**src/rtl/prbs31_sat_counter.sv**
```systemverilog
// Saturating up-counter with synchronous clear.
// Clear has priority over increment.
module prbs31_sat_counter #(
  parameter int CNT_W = 16
) (
  input  logic             clk,
  input  logic             rst_n,
  input  logic             en_i,
  input  logic             clr_i,
  output logic [CNT_W-1:0] cnt_o
);

  logic [CNT_W-1:0] cnt_q;
  logic [CNT_W-1:0] cnt_d;

  // next count: clear, else increment until all-ones
  always_comb begin
    cnt_d = cnt_q;
    if (clr_i) begin
      cnt_d = '0;
    end else if (en_i && (cnt_q != '1)) begin
      cnt_d = cnt_q + CNT_W'(1);
    end
  end

  // count register
  always_ff @(posedge clk or negedge rst_n) begin
    if (!rst_n) begin
      cnt_q <= '0;
    end else begin
      cnt_q <= cnt_d;
    end
  end

  assign cnt_o = cnt_q;

endmodule

```
**config.mk**
```make
export PLATFORM = sky130hd
export DESIGN_NAME = prbs31_sat_counter
export DESIGN_NICKNAME = d
export VERILOG_FILES = /design/src/rtl/prbs31_sat_counter.sv
export SDC_FILE = /design/constraint.sdc
export NUM_CORES = 1
export LEC_CHECK = 0
export ABC_AREA = 1
export CAP_MARGIN = 25
export CORE_AREA = 2 2 59 61
export CTS_BUF_LIST = sky130_fd_sc_hd__clkbuf_2
export CTS_CLUSTER_SIZE = 14
export DETAILED_ROUTE_END_ITERATION = 8
export DIE_AREA = 0 0 61 63
export GPL_TIMING_DRIVEN = 0
export SYNTH_ARGS = -nofsm -noshare
export SYNTH_HDL_FRONTEND = slang
export SYNTH_SLANG_ARGS = --single-unit
```
**constraint.sdc**
```tcl
create_clock -name clk -period 2.3 [get_ports clk]
set_clock_uncertainty 0.15 [all_clocks]
set_input_delay 0.46 -clock clk [delete_from_list [all_inputs] [get_ports clk]]
set_output_delay 0.46 -clock clk [all_outputs]
set_load 0.05 [all_outputs]
```
==> impl_metrics.csv <==
group,metric,value,unit
grt,antenna_found_initial,0,
grt,grt_use_met1,22.1,%
worst_setup_path,worstPathArrival,1.62,ns
sta,fin_crit,2.23,ns
logic_synthesis,yosysUniqueCellTypes,23,
worst_setup_path,r2r-start,"cnt_o[1]$_DFFE_PN0P_",
detailed_routing,drc,0,
cells_and_area,instances_no_fill,213,
worst_setup_path,cp_slowest_cell,"clkdlybuf4s50_1",
detailed_routing,via_count,994,
detailed_routing,drt_iter0_drc,22,
worst_setup_path,cp_data_required_time,1.69,ns
logic_synthesis,ys_seq_area_share,38.6,%
cells_and_area,layout-drive-gt1-share,8.98,%
sta,fin_ws,0.0697,ns
sta,period_share,97.0,%
placed_design,postPlaceCellArea,1280,um2
detailed_routing,drtAntennaViolNets,0,
sta,drv_slew,0,
die,fp.dieH,63,um
worst_setup_path,crit_chain,"clkdlybuf4s50_1",
cells_and_area,seqCellArea,400,um2
cells_and_area,layout_common_cells,"55 x nand2_1, 16 x dfrtp_1, 15 x clkdlybuf4s50_1",
detailed_routing,drtPass1Iterations,4,
sta,hold_viol_final,0,
cells_and_area,multiInputGateArea,557,um2
grt,grt_first_pass_wirelength,4330,um
cells_and_area,layout.nets,173,
placed_design,numPortBuffers,19,
die,ios,20,
worst_setup_path,r2r_slack,0.34,ns
worst_setup_path,critical-path-max-stage-delay,0.84,ns
worst_setup_path,critPathKind,"reg2out",
sta,fmax,448,MHz
status,outcome,"finished clean",
sta,timing.setup.tns,0,ns
pwr,finalPower,0.492,mW
die,core_area,3230,um2
sta,setup-violations-final,0,
clock_network,cts_max_level,1,
clock_network,cts_buffers,3,
logic_synthesis,ys_warn_count,0,
grt,grt_use_met3,2.07,%
die,die_w,61,um
worst_setup_path,end_kind,"output pin",
cells_and_area,largest_reg_flops,16,
logic_synthesis,avgSynthCellArea,7.20,um2
grt,grt_busiest_layer,"met1",
grt,grtUsageMet2,21.6,%
pwr,ir_drop,0.000194,V
worst_setup_path,start_kind,"flip-flop",
grt,grt_max_degree,17,
grt,grt_remaining_overflow,0,
placed_design,hpwl,1780,um
grt,grtUsageTotal,14.8,%
logic_synthesis,syn_nets,149,
sta,worstMarginPinSlew,0.738,ns
worst_setup_path,reg2reg_to,"cnt_o[8]$_DFFE_PN0P_",
clock_network,clk_latency,0.31,ns
sta,slew_headroom,50.6,%
detailed_routing,viasPerCell,4.67,
sta,timing.hold.ws,0.402,ns
clock_network,cts_hold_buf,0,
clock_network,cts-resized-gates,0,
pwr,power_density,374,nW/um2
detailed_routing,wl_per_cell,11.5,um
cells_and_area,design_area,1310,um2
grt,first_global_vias,933,
clock_network,clockBufferDepth,2,
pwr,total_leakage_power,0.674,nW
cells_and_area,fill_cells,348,
die,die-area,3840,um2
die,initial_core_util,32.1,%
cells_and_area,final_util,40.7,%
clock_network,cts.sinks,16,
logic_synthesis,synth_seq_cells,16,
worst_setup_path,ff2ff_path_depth,9,
worst_setup_path,cp_max_fo,5,
worst_setup_path,cp_num_buf_inv,1,
placed_design,gp_congestion,0.822,
run,drv_cap,0,
cells_and_area,area_delta_synth_final,26.7,%
clock_network,cts_root_buffer,"clkbuf_2",
sta,rsz0062_at_grt,"no",
worst_setup_path,crit_family,"buffers and inverters",
clock_network,cts_tree,"yes",
clock_network,cts_setup_buffers,0,
logic_synthesis,synth_area,1040,um2
placed_design,dp_slack,0.270,ns
placed_design,dp.cells,209,
detailed_routing,wl,2450,um
clock_network,clkTransAtPathRegs,0.19,ns
cells_and_area,diodes,0,
worst_hold_path,hold_path_class,"in2async",
cells_and_area,layout_commonest_cell,"nand2_1",
die,row_count,21,
logic_synthesis,postSynthCellCount,144,
[cells by family after synthesis]
kind of cell	count (synthesis)	synth area share, %
xor gates and xnor gates	5	4.22
and+or+nand+nor	98	42.8
AOI/OAI and AO/OA	8	5.43
DFF	16	38.6
buffers and inverters	16	7.72
adders and majority gates	1	1.21
[area by class of cell]
type                            count  area share [%]
Clock buffer                        3            1.14
Sequential cell                    16            30.5
Timing Repair Buffer               19            15.2
Multi-Input combinational cell    112            42.4
Tap cell                           46            4.38
Buffer                              3            2.19
Clock inverter                      1           0.286
Inverter                           13            3.90
[cells in the mapped netlist (all sizes together)]
master  number  share of area, %
nand3       12               5.8
nand2       59                23
a21oi        1              0.48
or2          1              0.60
nand4        9               5.4
nor2        16               7.2
inv         13               4.9
xor2         3               2.5
nor3         1              0.48
xnor2        2               1.7
dfrtp       16                39
buf          3               2.8
o21ai        5               3.5
o21bai       2               1.4
ha           1               1.2
[worst max path at each step]
stage	start	endpoint	slack, ns	depth (start not counted)
3_5_place_dp	en_i	cnt_o[8]$_DFFE_PN0P_	0.27	6
2_1_floorplan	cnt_o[1]$_DFFE_PN0P_	cnt_o[7]$_DFFE_PN0P_	0.29	10
3_3_place_gp	en_i	cnt_o[7]$_DFFE_PN0P_	0.30	6
5_1_grt	cnt_o[2]$_DFFE_PN0P_	cnt_o[2]	0.006	1
6_report	cnt_o[13]$_DFFE_PN0P_	cnt_o[13]	0.07	1
4_1_cts	cnt_o[7]$_DFFE_PN0P_	cnt_o[7]	0.02	1
[where the power goes]
part           switching (mW)  internal, mW
registers             0.00386         0.285
logic                  0.0394        0.0199
clock network           0.106        0.0378
total                   0.149         0.342
[layer usage]
metal	vias to the layer above	wire (um)	part of all wire (%)
li1	508	-	-
met1	464	1160	47
met2	17	1160	47
met3	5	88	3.6
met4	0	41	1.7
met5	-	0	0
(Power assumes the default switching activity.)
==> variant, RTL diff (same flow settings) <==
Add an input register stage for `en_i` and `clr_i`, with the module's reset; this delays them by one clock.
--- a/src/rtl/prbs31_sat_counter.sv
+++ b/src/rtl/prbs31_sat_counter.sv
@@ -10,15 +10,28 @@
   output logic [CNT_W-1:0] cnt_o
 );
 
+  logic en_q;
+  logic clr_q;
+
+  always_ff @(posedge clk or negedge rst_n) begin
+    if (!rst_n) begin
+      en_q  <= '0;
+      clr_q <= '0;
+    end else begin
+      en_q  <= en_i;
+      clr_q <= clr_i;
+    end
+  end
+
   logic [CNT_W-1:0] cnt_q;
   logic [CNT_W-1:0] cnt_d;
 
   // next count: clear, else increment until all-ones
   always_comb begin
     cnt_d = cnt_q;
-    if (clr_i) begin
+    if (clr_q) begin
       cnt_d = '0;
-    end else if (en_i && (cnt_q != '1)) begin
+    end else if (en_q && (cnt_q != '1)) begin
       cnt_d = cnt_q + CNT_W'(1);
     end
   end
Function: changed (a bounded check fails within 4 cycles, from zero or initial values and one cycle with rst_n low).
==> variant against the unedited design <==
Worst setup slack gained 0.046 ns. Final area grew 4.8%. Sequential cell count grew 2. Power grew 6.3%. Area after synthesis grew 4.8%. Routed wire length grew 0.45%. Highest routed layer unchanged.
==> variant: results (changes against the unedited design) <==
[power_and_ir_drop]
power_leakage_uw=0.000791  ; +17%
ir_worst_vdd_uv=277  ; +43%
netSwitchingPower_uw=143  ; -3.8%

[critical_path]
reg2reg_from=cnt_o[0]
reg2reg_slack_ns=0.39  ; +0.05 ns
crit_family=buffers and inverters
critPathLaunch=cnt_o[12]
reg2reg_to=cnt_o[8]

[logic_synthesis]
synth_nets=151  ; +1.3%
synthAdderAreaFrac=0.0115  ; -0.000555
netlist_top_cells_count=55 x nand2_1, 18 x dfrtp_1, 14 x nor2_1, 12 x nand3_1, 11 x inv_1
synthXorXnorAreaFrac=0.0403  ; -0.00194

[clock_tree]
clk_pin_slew_worst_paths_ns=0.17  ; -0.02 ns
clkLatencyLatePin_ns=0.29  ; -0.02 ns
cts_root_buffer=clkbuf_2

[grt]
grt_usage=0.150  ; +0.00111
grt_max_degree=19  ; +2
grt_first_pass_wirelength_um=4490  ; +3.7%

[route]
drt_wl_total_um=2460  ; +0.45%
vias_per_cell=4.67  ; +0.17%
drtIter0Drc=32  ; +45%

[status]
status=complete, no violations

[placed_design]
pre_cts_slack_ns=0.416  ; +0.146 ns
dp_hpwl_um=1840  ; +3.3%

[cells_and_area]
fin_nets=175  ; +1.2%
num-fill-cells=339  ; -2.6%
drive_above_1_share=0.0888  ; -0.00106

[worst_hold_path]
hp-class=in -> reg

[timing]
holdWs_ns=0.422  ; +0.0204 ns
relSlewSlack=0.456  ; -0.0504

## variant: cell types whose count changed in the layout (fill, tap and decap cells not counted), sizes merged
cell           before  now
clkdlybuf4s50      15   10
dlymetal6s2s        4    9
dfrtp              16   18
## variant: routing by layer
layer	vias up	global-route usage	share of wire
li1	507	-	-
met1	482	0.213	0.49
met2	14	0.230	0.47
met3	2	0.0393	0.027
met4	0	0.0245	0.0065
met5	-	0	0
## variant: metrics by stage
step                      cells  instance area, um2
after floorplan             146                1090
after global placement      211                1340
after detailed placement    211                1340
after CTS                   215                1350
after global routing        215                1380
final                       215                1380
## variant: how the worst max path moves through the flow
stage                endpoint  slack (ns)
floorplan            cnt_o[7]        0.29
global placement     cnt_o[7]        0.42
detailed placement   cnt_o[7]        0.42
CTS                  cnt_o[6]        0.04
global route         cnt_o[1]       0.008
finish              cnt_o[12]        0.12
## variant: logic make-up (layout without fill, tap and decap cells)
group	after synthesis	count (layout)
adders and majority gates	1	1
DFF	18	18
buffers and inverters	16	39
xor gates and xnor gates	5	5
AOI/OAI and AO/OA	8	8
and+or+nand+nor	98	98
## variant: cell type report
type	instances	area share
Inverter	13	0.0373
Clock inverter	1	0.00273
Clock buffer	3	0.0109
Buffer	3	0.0209
Sequential cell	18	0.327
Timing Repair Buffer	19	0.155
Tap cell	46	0.0418
Multi-Input combinational cell	112	0.405
## variant: timing repair
action | CTS | global route
resized for setup | 0 | 9
endpoints found under the setup margin | 0 | 9
hold buffers | 0 | 0
## variant: power groups by stage
stage               clock network [uW]  registers (uW)  logic, uW
finish                             137             327       58.3
global route                       164             328       64.4
CTS                                145             327       59.5
detailed placement                   0             333       59.3
global placement                     0             332       59.0
floorplan                            0             342       24.0
